===== src/rtl/cla_chunk_sequencer_pkg.sv =====
// Shared definitions for the chunked carry-lookahead adder sequencer:
// state encodings, default geometry and a width helper.
// Optional feature macro used by the top: CLA_SEQ_SUB_EN (adds a subtract input).
package cla_chunk_sequencer_pkg;

    // Default operand width and slice width.
    localparam int DEF_WIDTH = 32;
    localparam int DEF_CHUNK = 4;

    // Controller states.
    typedef enum logic [1:0] {
        S_IDLE = 2'd0,
        S_RUN  = 2'd1,
        S_DONE = 2'd2
    } state_t;

    // Ceiling log2, never less than 1 so a single-chunk build still has an index bit.
    function automatic int clog2_min1(input int n);
        int r;
        r = 0;
        while ((1 << r) < n) begin
            r = r + 1;
        end
        if (r < 1) begin
            r = 1;
        end
        return r;
    endfunction

endpackage


===== src/rtl/cla_chunk_sequencer_chunk_add.sv =====
// Combinational CHUNK-bit carry-lookahead adder slice.
// Every carry is formed directly from generate/propagate terms and ci,
// so no carry depends on a lower slice carry output.
module cla_chunk_add #(
    parameter int CHUNK = 4
) (
    input  logic [CHUNK-1:0] a,
    input  logic [CHUNK-1:0] b,
    input  logic             ci,
    output logic [CHUNK-1:0] s,
    output logic             co
);

    logic [CHUNK-1:0] w_g;
    logic [CHUNK-1:0] w_p;
    logic [CHUNK:0]   w_c;

    assign w_g = a & b;
    assign w_p = a ^ b;

    // Lookahead carries: c[i+1] = g[i] | p[i]g[i-1] | ... | p[i..0]ci.
    always_comb begin
        logic acc;
        logic pp;
        w_c    = '0;
        w_c[0] = ci;
        for (int i = 0; i < CHUNK; i++) begin
            acc = w_g[i];
            pp  = w_p[i];
            for (int j = i - 1; j >= 0; j--) begin
                acc = acc | (pp & w_g[j]);
                pp  = pp & w_p[j];
            end
            acc        = acc | (pp & ci);
            w_c[i + 1] = acc;
        end
    end

    assign s  = w_p ^ w_c[CHUNK-1:0];
    assign co = w_c[CHUNK];

endmodule


===== src/rtl/cla_chunk_sequencer.sv =====
// Multi-cycle wide adder: one shared CHUNK-bit lookahead slice is stepped
// over the operands LSB first, with the inter-slice carry held in a register.
// Handshakes: a transfer happens on a rising edge where valid and ready are
// both high; the consumer-side valid is held with stable data until taken.
// Optional macro CLA_SEQ_SUB_EN adds input `sub` (1 = a - b).
module cla_chunk_sequencer
    import cla_chunk_sequencer_pkg::*;
#(
    parameter int WIDTH = DEF_WIDTH,
    parameter int CHUNK = DEF_CHUNK
) (
    input  logic             clk,
    input  logic             rst_n,
    input  logic             in_valid,
    output logic             in_ready,
    input  logic [WIDTH-1:0] a,
    input  logic [WIDTH-1:0] b,
    input  logic             c_in,
`ifdef CLA_SEQ_SUB_EN
    input  logic             sub,
`endif
    output logic             out_valid,
    input  logic             out_ready,
    output logic [WIDTH-1:0] sum,
    output logic             c_out,
    output logic             ovf,
    output logic [1:0]       o_dbg_state
);

    localparam int NCHUNK = WIDTH / CHUNK;
    localparam int IDXW   = clog2_min1(NCHUNK);

    state_t            r_state;
    state_t            w_next_state;
    logic [IDXW-1:0]   r_idx;
    logic              r_carry;
    logic [WIDTH-1:0]  r_a;
    logic [WIDTH-1:0]  r_b;
    logic [WIDTH-1:0]  r_sum;
    logic              r_c_out;
    logic              r_ovf;

    logic              w_accept;
    logic              w_step;
    logic              w_last;
    logic [WIDTH-1:0]  w_b_eff;
    logic              w_carry0;
    logic [CHUNK-1:0]  w_a_slice;
    logic [CHUNK-1:0]  w_b_slice;
    logic [CHUNK-1:0]  w_s;
    logic              w_co;

`ifdef CLA_SEQ_SUB_EN
    // Subtraction is a + ~b + 1; c_in is ignored while subtracting.
    assign w_b_eff  = sub ? ~b : b;
    assign w_carry0 = sub ? 1'b1 : c_in;
`else
    assign w_b_eff  = b;
    assign w_carry0 = c_in;
`endif

    // Select the operand slices addressed by the chunk index.
    always_comb begin
        w_a_slice = '0;
        w_b_slice = '0;
        for (int k = 0; k < NCHUNK; k++) begin
            if (r_idx == IDXW'(k)) begin
                w_a_slice = r_a[k*CHUNK +: CHUNK];
                w_b_slice = r_b[k*CHUNK +: CHUNK];
            end
        end
    end

    cla_chunk_add #(
        .CHUNK (CHUNK)
    ) u_add (
        .a  (w_a_slice),
        .b  (w_b_slice),
        .ci (r_carry),
        .s  (w_s),
        .co (w_co)
    );

    // State register.
    always_ff @(posedge clk or negedge rst_n) begin
        if (!rst_n) begin
            r_state <= S_IDLE;
        end else begin
            r_state <= w_next_state;
        end
    end

    // Next-state and step control.
    always_comb begin
        w_next_state = r_state;
        w_accept     = 1'b0;
        w_step       = 1'b0;
        w_last       = (r_idx == IDXW'(NCHUNK - 1));
        case (r_state)
            S_IDLE: begin
                if (in_valid) begin
                    w_accept     = 1'b1;
                    w_next_state = S_RUN;
                end
            end
            S_RUN: begin
                w_step = 1'b1;
                if (w_last) begin
                    w_next_state = S_DONE;
                end
            end
            S_DONE: begin
                if (out_ready) begin
                    w_next_state = S_IDLE;
                end
            end
            default: begin
                w_next_state = S_IDLE;
            end
        endcase
    end

    // Operand capture, per-chunk accumulation and final flag update.
    always_ff @(posedge clk or negedge rst_n) begin
        if (!rst_n) begin
            r_idx   <= '0;
            r_carry <= 1'b0;
            r_a     <= '0;
            r_b     <= '0;
            r_sum   <= '0;
            r_c_out <= 1'b0;
            r_ovf   <= 1'b0;
        end else if (w_accept) begin
            r_a     <= a;
            r_b     <= w_b_eff;
            r_carry <= w_carry0;
            r_idx   <= '0;
        end else if (w_step) begin
            for (int k = 0; k < NCHUNK; k++) begin
                if (r_idx == IDXW'(k)) begin
                    r_sum[k*CHUNK +: CHUNK] <= w_s;
                end
            end
            r_carry <= w_co;
            if (w_last) begin
                // The top chunk's MSB is the result sign.
                r_c_out <= w_co;
                r_ovf   <= (r_a[WIDTH-1] == r_b[WIDTH-1]) &&
                           (w_s[CHUNK-1] != r_a[WIDTH-1]);
            end else begin
                r_idx <= r_idx + IDXW'(1);
            end
        end
    end

    assign in_ready    = (r_state == S_IDLE);
    assign out_valid   = (r_state == S_DONE);
    assign sum         = r_sum;
    assign c_out       = r_c_out;
    assign ovf         = r_ovf;
    assign o_dbg_state = r_state;

endmodule


===== config.mk =====
export PLATFORM = sky130hd
export DESIGN_NAME = cla_chunk_sequencer
export DESIGN_NICKNAME = d
export VERILOG_FILES = /design/src/rtl/cla_chunk_sequencer_pkg.sv /design/src/rtl/cla_chunk_sequencer_chunk_add.sv /design/src/rtl/cla_chunk_sequencer.sv
export SDC_FILE = /design/constraint.sdc
export NUM_CORES = 1
export LEC_CHECK = 0
export CAP_MARGIN = 30
export CORE_MARGIN = 10
export CORE_UTILIZATION = 35
export CTS_CLUSTER_SIZE = 25
export DETAILED_ROUTE_END_ITERATION = 16
export RECOVER_POWER = 25
export SYNTH_ARGS = -nofsm -noshare
export SYNTH_HDL_FRONTEND = slang
export SYNTH_SLANG_ARGS = --single-unit

===== constraint.sdc =====
create_clock -name clk -period 3.9 [get_ports clk]
set_input_delay 0.39 -clock clk [delete_from_list [all_inputs] [get_ports clk]]
set_output_delay 0.39 -clock clk [all_outputs]
set_load 0.05 [all_outputs]

==> out/qor_table.md, run 1 <==
| Item | Value | Unit |
|---|---|---|
| Outcome | finished, violations left | - |
| Failing checks | capacitance limit, slew limit | - |
| Layout area overhead | 30.9 | % |
| GRT Overall Usage | 13.0 | % |
| Post-synthesis net count | 514 | - |
| Area of the core | 0.0138 | mm2 |
| Buffer type at the clock tree root | sky130_fd_sc_hd__clkbuf_16 | - |
| Element type at the critical path start | register | - |
| Final HPWL DP | 9520 | um |
| Number of buffers inserted to repair setup after CTS | 0 | - |
| Sequential cell area | 0.00260 | mm2 |
| Final-layout setup total negative slack | 0 | ns |
| Max clock buf depth | 2 | - |
| Die area | 0.0192 | mm2 |
| Most frequent cell after synthesis | sky130_fd_sc_hd__dfrtp_1 | - |
| Share of the clock period used by the worst path | 89.0 | % |
| CTS hold repair buffers | 0 | - |
| Utilization after layout | 46.5 | % |
| Area of the mapped netlist | 0.00491 | mm2 |
| Num CTS Buffers | 9 | - |
| Cell area power density | 1040 | mW/mm2 |
| Number of cells upsized or downsized after cts | 0 | - |
| Distinct cell type count of the synthesized netlist | 38 | - |
| Vias/cell | 4.98 | - |
| Multi-input gate area in the final layout | 0.00214 | mm2 |
| Maximum level of the CTS H-tree | 3 | - |
| Pin count of the biggest net entering global routing | 73 | - |
| CP endpoint kind | register | - |
| Worst min-delay path class | reg2reg | - |
| Share of final-layout standard cells stronger than drive strength 1 | 19.0 | % |
| Share of flip-flops with an asynchronous set or reset | 100 | % |
| Highest clock rate | 288 | MHz |
| Pleak | 2.70 | nW |
| Number of global-route vias before repair | 3807 | - |
| Number of inserted diodes | 0 | - |
| IO buf count | 106 | - |
| Final hold violation count | 0 | - |
| Required time at the endpoint of the critical path | 4.17 | ns |
| Peak fanout along the critical path | 22 | - |
| Chip Width | 138 | um |
| Largest cells by area after synthesis | sky130_fd_sc_hd__dfrtp_1 (53%), sky130_fd_sc_hd__mux2_2 (16%), sky130_fd_sc_hd__nand2_1 (3.4%) | - |
| Final critical path time including I/O delays and setup | 3.47 | ns |
| Post-synthesis sequential area ratio | 53.0 | % |
| Global-route wire length before repair | 20400 | um |
| Slew @ Worst Pin | 1.78 | ns |
| Arrival time of data at the critical path endpoint | 3.75 | ns |
| Detailed Route WL | 12400 | um |
| DRC viols | 0 | - |
| RSZ-0062 raised after global routing | false | - |
| Worst IR drop on VDD | 440 | uV |
| Clock transition at the registers of the reported paths | 0.07 | ns |
| Top cells by instance count after synthesis | sky130_fd_sc_hd__dfrtp_1 (104), sky130_fd_sc_hd__mux2_2 (69), sky130_fd_sc_hd__nand2_1 (45), sky130_fd_sc_hd__a21oi_1 (31), sky130_fd_sc_hd__o21ai_0 (23) | - |
| Number of enable flip-flop cells after synthesis | 0 | - |
| Synthesis-stage register bit count | 104 | - |
| Number of vias in the routed layout | 3571 | - |
| Count of yosys warnings during synthesis | 0 | - |
| GRT Residual Overflow | 0 | - |
| Headroom to the max-slew limit | -19.0 | % |
| Detailed Route Iter0 Violations | 278 | - |
| Starting density of the core | 35.5 | % |
| Die Ht | 138 | um |
| Clock insertion delay at the later pin of the skew report | 0.35 | ns |
| Cell count after synthesis | 434 | - |
| Clock sink count | 104 | - |
| Cell type contributing the most total cell area after synthesis | sky130_fd_sc_hd__dfrtp_1 | - |
| TritonCTS clock tree | built | - |
| Standard-cell rows | 43 | - |
| Gpl congestion | 0.859 | - |
| Predominant post-synthesis flop cell | sky130_fd_sc_hd__dfrtp_1 | - |
| Mean post-synth cell area | 11.3 | um2 |
| Number of max-capacitance violations reported | 1 | - |
| Filler cell count in the final layout | 1273 | - |
| Number of setup violations in the final report | 0 | - |
| Max Slew Vio Count | 73 | - |
| Final ANT Viol Nets | 0 | - |
| Final nets | 612 | - |
| Number of antenna violations at the first check in global routing | 0 | - |
| I/O Pins | 107 | - |
| Setup Skew | 0.00726 | ns |
| Yosys top cell area share | 53.0 | % |
| Setup CP Type | reg2reg | - |
| Post-detailed-route wirelength per cell | 17.4 | um |
| Number of search-and-repair iterations in the first detailed-routing pass | 4 | - |
layer usage:
layer | vias to the layer above | part of all wire (%) | global-route usage (%)
li1 | 1719 | - | -
met1 | 1731 | 47 | 16.6
met2 | 106 | 45 | 20.0
met3 | 15 | 6.8 | 4.59
met4 | 0 | 1.8 | 4.44
met5 | - | 0 | 0
critical path, stage by stage (launching register included):
cell and delay (ns):
sky130_fd_sc_hd__dfrtp_1 0.41, sky130_fd_sc_hd__inv_1 0.11, sky130_fd_sc_hd__ha_1 0.58, sky130_fd_sc_hd__buf_4 0.32, sky130_fd_sc_hd__nand2_1 0.07, sky130_fd_sc_hd__a21oi_1 0.15
sky130_fd_sc_hd__o211ai_1 0.14, sky130_fd_sc_hd__a21oi_1 0.30, sky130_fd_sc_hd__ha_1 0.31, sky130_fd_sc_hd__a21o_1 0.18, sky130_fd_sc_hd__and4_4 0.20, sky130_fd_sc_hd__or3_4 0.45
sky130_fd_sc_hd__o211ai_2 0.17
flip-flops by register name, indices dropped and copies added, names as in the netlist:
signal / cells
c_out: 1
o_dbg_state: 2
ovf: 1
r_a: 32
r_b: 32
r_carry: 1
r_idx: 3
sum: 32
per-stage QoR:
step                hold slack [ns]  setup WS (ns)  area [um2]  total power, W  instances
floorplan                    0.0944          0.910        4910         0.00464        434
global placement              0.461          0.552        6120         0.00572        701
detailed placement            0.471          0.443        6120         0.00581        701
CTS                           0.208          0.419        6430         0.00678        717
global route                  0.513          0.124        6430         0.00718        717
finish                        0.484          0.428        6430         0.00669        717
logic make-up after synthesis:
kind of cell	count (synthesis)	synth area share (%)
AO/OA/AOI/OAI	92	11.3
XOR/XNOR	2	0.357
adder cells (fa/ha/maj)	11	2.95
buffers and inverters	38	3.54
flip-flops	104	53.0
multiplexers	74	16.8
AND/OR/NAND/NOR	113	12.0
power breakdown:
| part | switching [W] | internal (W) | total [W] |
|---|---|---|---|
| Combinational | 0.00224 | 0.00152 | 0.00377 |
| Clock | 0.000399 | 0.000561 | 0.000959 |
| Sequential | 0.000342 | 0.00163 | 0.00197 |
layout make-up:
| type | count | share of cell area (%) |
|---|---|---|
| flip-flops and latches | 104 | 40.5 |
| clock buffers | 10 | 3.56 |
| inverters | 12 | 0.700 |
| repair buffers | 113 | 17.2 |
| multi-input cells | 292 | 33.2 |
| well taps | 180 | 3.50 |
| clock inverters | 6 | 1.30 |
worst paths after layout:
kind                       depth (start not counted)  endpoint  slack [ns]     start
hold / removal                                     2   sum[13]        0.48   sum[13]
hold reg to reg                                    2   sum[13]        0.48   sum[13]
min in group asynchronous                          1    sum[0]        0.50     rst_n
max in group asynchronous                          2   r_b[29]        2.11     rst_n
setup reg to reg                                  12       ovf        0.43  r_idx[1]
setup / recovery                                  12       ovf        0.43  r_idx[1]
layout by cell type (no fill, tap or decap), drive strengths merged, types with 3 or more instances in the layout:
cell and instances:
clkinv 5, nor2b 16, clkbuf 11, o22ai 5, a21oi 31, dfrtp 104, a211oi 4, a311oi 5
o211ai 6, nand3b 14, o31ai 5, or2 3, mux2i 5, ha 10, nand2b 12, clkdlybuf4s50 105
o21ai 29, a21o 6, nand3 3, mux2 69, inv 11, nand2 45, nor2 12, buf 7
(Power assumes the default switching activity.)
==> run 2: changes to the inputs <==
CORE_ASPECT_RATIO = 1.2   (was not set)
PLACE_DENSITY = 0.6   (was not set)
==> run 2 against run 1 <==
The flow still finishes with violations (capacitance limit, slew limit). Utilization increased by 0.27 points. Sequential share of layout area is essentially flat. Via count up 0.73%. Non-clock buffer count up 2. Clock skew is 0.0011 ns higher. Combinational power about the same. Total power is essentially flat. Fmax decreased by 0.99%. Wire length increased by 3.0%. Worst hold slack worse by 0.081 ns. Cell count is 0.98% lower. Critical path depth shrank 1. Critical endpoint is now sum[10]. Highest routed layer unchanged.
==> out/qor_table.md, run 2 (synthesis gave the netlist of run 1 again) <==
| Item | Value | Unit | vs previous |
|---|---|---|---|
| Share of final-layout standard cells stronger than drive strength 1 | 19.1 | % | was 19.0% |
| Global-route wire length before repair | 20500 | um | was 20400 um |
| Headroom to the max-slew limit | -20.3 | % | was -19.0% |
| Final-layout setup total negative slack | 0 | ns | unchanged |
| Worst min-delay path class | in2async | - | was reg2reg |
| Number of buffers inserted to repair setup after CTS | 0 | - | unchanged |
| Outcome | finished, violations left | - | unchanged |
| Standard-cell rows | 47 | - | was 43 |
| Critical register-to-register path endpoint | sum[10] | - | was ovf |
| Register share of total power | 29.5 | % | was 29.4% |
| Number of max-capacitance violations reported | 1 | - | unchanged |
| Final instance area | 0.00644 | mm2 | was 0.00643 mm2 |
| Cell Int Power | 0.00366 | W | was 0.00371 W |
| Number of inserted diodes | 0 | - | unchanged |
| Setup Skew | 0.00839 | ns | was 0.00726 ns |
| GRT Overall Usage | 13.5 | % | was 13.0% |
| Worst IR drop on VDD | 672 | uV | was 440 uV |
| Gpl congestion | 0.922 | - | was 0.859 |
| Pin count of the biggest net entering global routing | 78 | - | was 73 |
| Most common cell after layout, fill and taps aside | sky130_fd_sc_hd__clkdlybuf4s50_1 | - | unchanged |
| Required time at the endpoint of the critical path | 4.10 | ns | was 4.17 ns |
| Depth of the most critical reg-to-reg path | 11 | - | was 12 |
| Failing checks | capacitance limit, slew limit | - | unchanged |
| Number of setup violations in the final report | 0 | - | unchanged |
| Clock transition at the registers of the reported paths | 0.07 | ns | about the same |
| GRT Residual Overflow | 0 | - | unchanged |
| Clock network fraction of total power | 13.7 | % | was 14.3% |
| Net switching power figure | 0.00303 | W | was 0.00298 W |
| Chip Width | 128 | um | was 138 um |
| Die Ht | 150 | um | was 138 um |
| Buffer type at the clock tree root | sky130_fd_sc_hd__clkbuf_16 | - | unchanged |
| Highest clock rate | 285 | MHz | was 288 MHz |
| Final nets | 614 | - | was 612 |
| Slew @ Worst Pin | 1.80 | ns | was 1.78 ns |
| Clock insertion delay at the later pin of the skew report | 0.35 | ns | about the same |
| Element type at the critical path start | register | - | unchanged |
| Num CTS Buffers | 9 | - | unchanged |
| Arrival time of data at the critical path endpoint | 3.70 | ns | was 3.75 ns |
| Clock sink count | 104 | - | unchanged |
| DRC viols | 0 | - | unchanged |
| Starting density of the core | 35.7 | % | was 35.5% |
| TritonCTS clock tree | built | - | unchanged |
| Highest-count cells in the layout ignoring fill and taps | sky130_fd_sc_hd__clkdlybuf4s50_1 (105), sky130_fd_sc_hd__dfrtp_1 (104), sky130_fd_sc_hd__mux2_2 (69), sky130_fd_sc_hd__nand2_1 (45), sky130_fd_sc_hd__a21oi_1 (31) | - | unchanged |
| Peak fanout along the critical path | 15 | - | was 22 |
| Final critical path time including I/O delays and setup | 3.51 | ns | was 3.47 ns |
| Maximum level of the CTS H-tree | 3 | - | unchanged |
| Setup CP Type | reg2reg | - | unchanged |
| IO buf count | 106 | - | unchanged |
| Layout area overhead | 31.0 | % | was 30.9% |
| Share of the clock period used by the worst path | 89.9 | % | was 89.0% |
| Number of antenna violations at the first check in global routing | 0 | - | unchanged |
| Final HPWL DP | 9890 | um | was 9520 um |
| Detailed Route Iter0 Violations | 227 | - | was 278 |
| Post-detailed-route wirelength per cell | 18.1 | um | was 17.4 um |
| Number of search-and-repair iterations in the first detailed-routing pass | 4 | - | unchanged |
| Max clock buf depth | 2 | - | unchanged |
| I/O Pins | 107 | - | unchanged |
| Placed cell area | 0.00612 | mm2 | about the same |
| Slack of the worst reg-to-reg path | 0.39 | ns | was 0.43 ns |
| Detailed Route WL | 12800 | um | was 12400 um |
| Cell area power density | 1040 | mW/mm2 | about the same |
| Area of the core | 0.0138 | mm2 | about the same |
| Relative contribution of combinational cells to total power | 56.8 | % | was 56.3% |
| RSZ-0062 raised after global routing | false | - | unchanged |
| Number of vias in the routed layout | 3597 | - | was 3571 |
| Max Slew Vio Count | 74 | - | was 73 |
| Final ANT Viol Nets | 0 | - | unchanged |
| Vias/cell | 5.07 | - | was 4.98 |
| Final hold violation count | 0 | - | unchanged |
| Switching fraction of total power | 45.2 | % | was 44.6% |
| Number of global-route vias before repair | 3786 | - | was 3807 |
| Source of the worst register-to-register timing path | r_idx[2] | - | was r_idx[1] |
| Pleak | 2.69 | nW | was 2.70 nW |
| Die area | 0.0192 | mm2 | about the same |
| CP endpoint kind | register | - | unchanged |
run 2: worst max path at each step:
stage	end	cells after the start	from
2_1_floorplan	ovf	12	r_idx[0]
3_5_place_dp	ovf	11	r_idx[2]
3_3_place_gp	ovf	11	r_idx[0]
6_report	sum[10]	11	r_idx[2]
5_1_grt	sum[10]	11	r_idx[2]
4_1_cts	sum[10]	11	r_idx[2]
run 2: worst max-delay path: stages, from the launching register on:
cell                       delay, ns
sky130_fd_sc_hd__dfrtp_1        0.36
sky130_fd_sc_hd__clkinv_1       0.22
sky130_fd_sc_hd__ha_1           0.46
sky130_fd_sc_hd__or2_2          0.37
sky130_fd_sc_hd__a211oi_1       0.22
sky130_fd_sc_hd__o22ai_1        0.14
sky130_fd_sc_hd__a21oi_1        0.27
sky130_fd_sc_hd__ha_1           0.31
sky130_fd_sc_hd__a21o_1         0.19
sky130_fd_sc_hd__a21oi_1        0.18
sky130_fd_sc_hd__xor2_1         0.45
sky130_fd_sc_hd__o21ai_0        0.19
run 2: metrics by stage:
| stage | std cells | setup WS [ns] | total power [W] | utilization [%] | hold WS (ns) |
|---|---|---|---|---|---|
| 6_report | 710 | 0.393 | 0.00669 | 46.8 | 0.403 |
| 3_3_place_gp | 692 | 0.570 | 0.00569 | 44.5 | 0.462 |
| 5_1_grt | 710 | 0.0965 | 0.00717 | 46.8 | 0.440 |
| 2_1_floorplan | 434 | 0.910 | 0.00464 | - | 0.0944 |
| 3_5_place_dp | 692 | 0.461 | 0.00580 | 44.5 | 0.470 |
| 4_1_cts | 708 | 0.383 | 0.00674 | 46.7 | 0.227 |
run 2: area by class of cell:
type	instances	area, um2
well taps	171	214
clock inverters	7	78.8
fillers	1312	7320
flip-flops and latches	104	2600
clock buffers	9	225
repair buffers	115	1130
inverters	12	45.0
multi-input cells	292	2140
run 2: power by group through the flow:
stage                     Combinational, W  Sequential [W]  Clock (W)
after floorplan                    0.00218         0.00245          0
after global placement             0.00371         0.00198          0
after detailed placement           0.00379         0.00200          0
after CTS                          0.00382         0.00198   0.000938
after global routing               0.00414         0.00204   0.000985
final                              0.00380         0.00197   0.000916
run 2: per-layer routing:
| metal | routed length, um | vias up | global-route usage [%] |
|---|---|---|---|
| met5 | 0 | - | 0 |
| met4 | 227 | 0 | 4.74 |
| met3 | 693 | 14 | 3.72 |
| met2 | 6270 | 97 | 22.0 |
| met1 | 5630 | 1767 | 16.7 |
| li1 | - | 1719 | - |
run 2: repair_timing:
action,CTS,global route
hold buffers,0,1
gates resized for setup,0,0
endpoints found under the hold margin,0,4
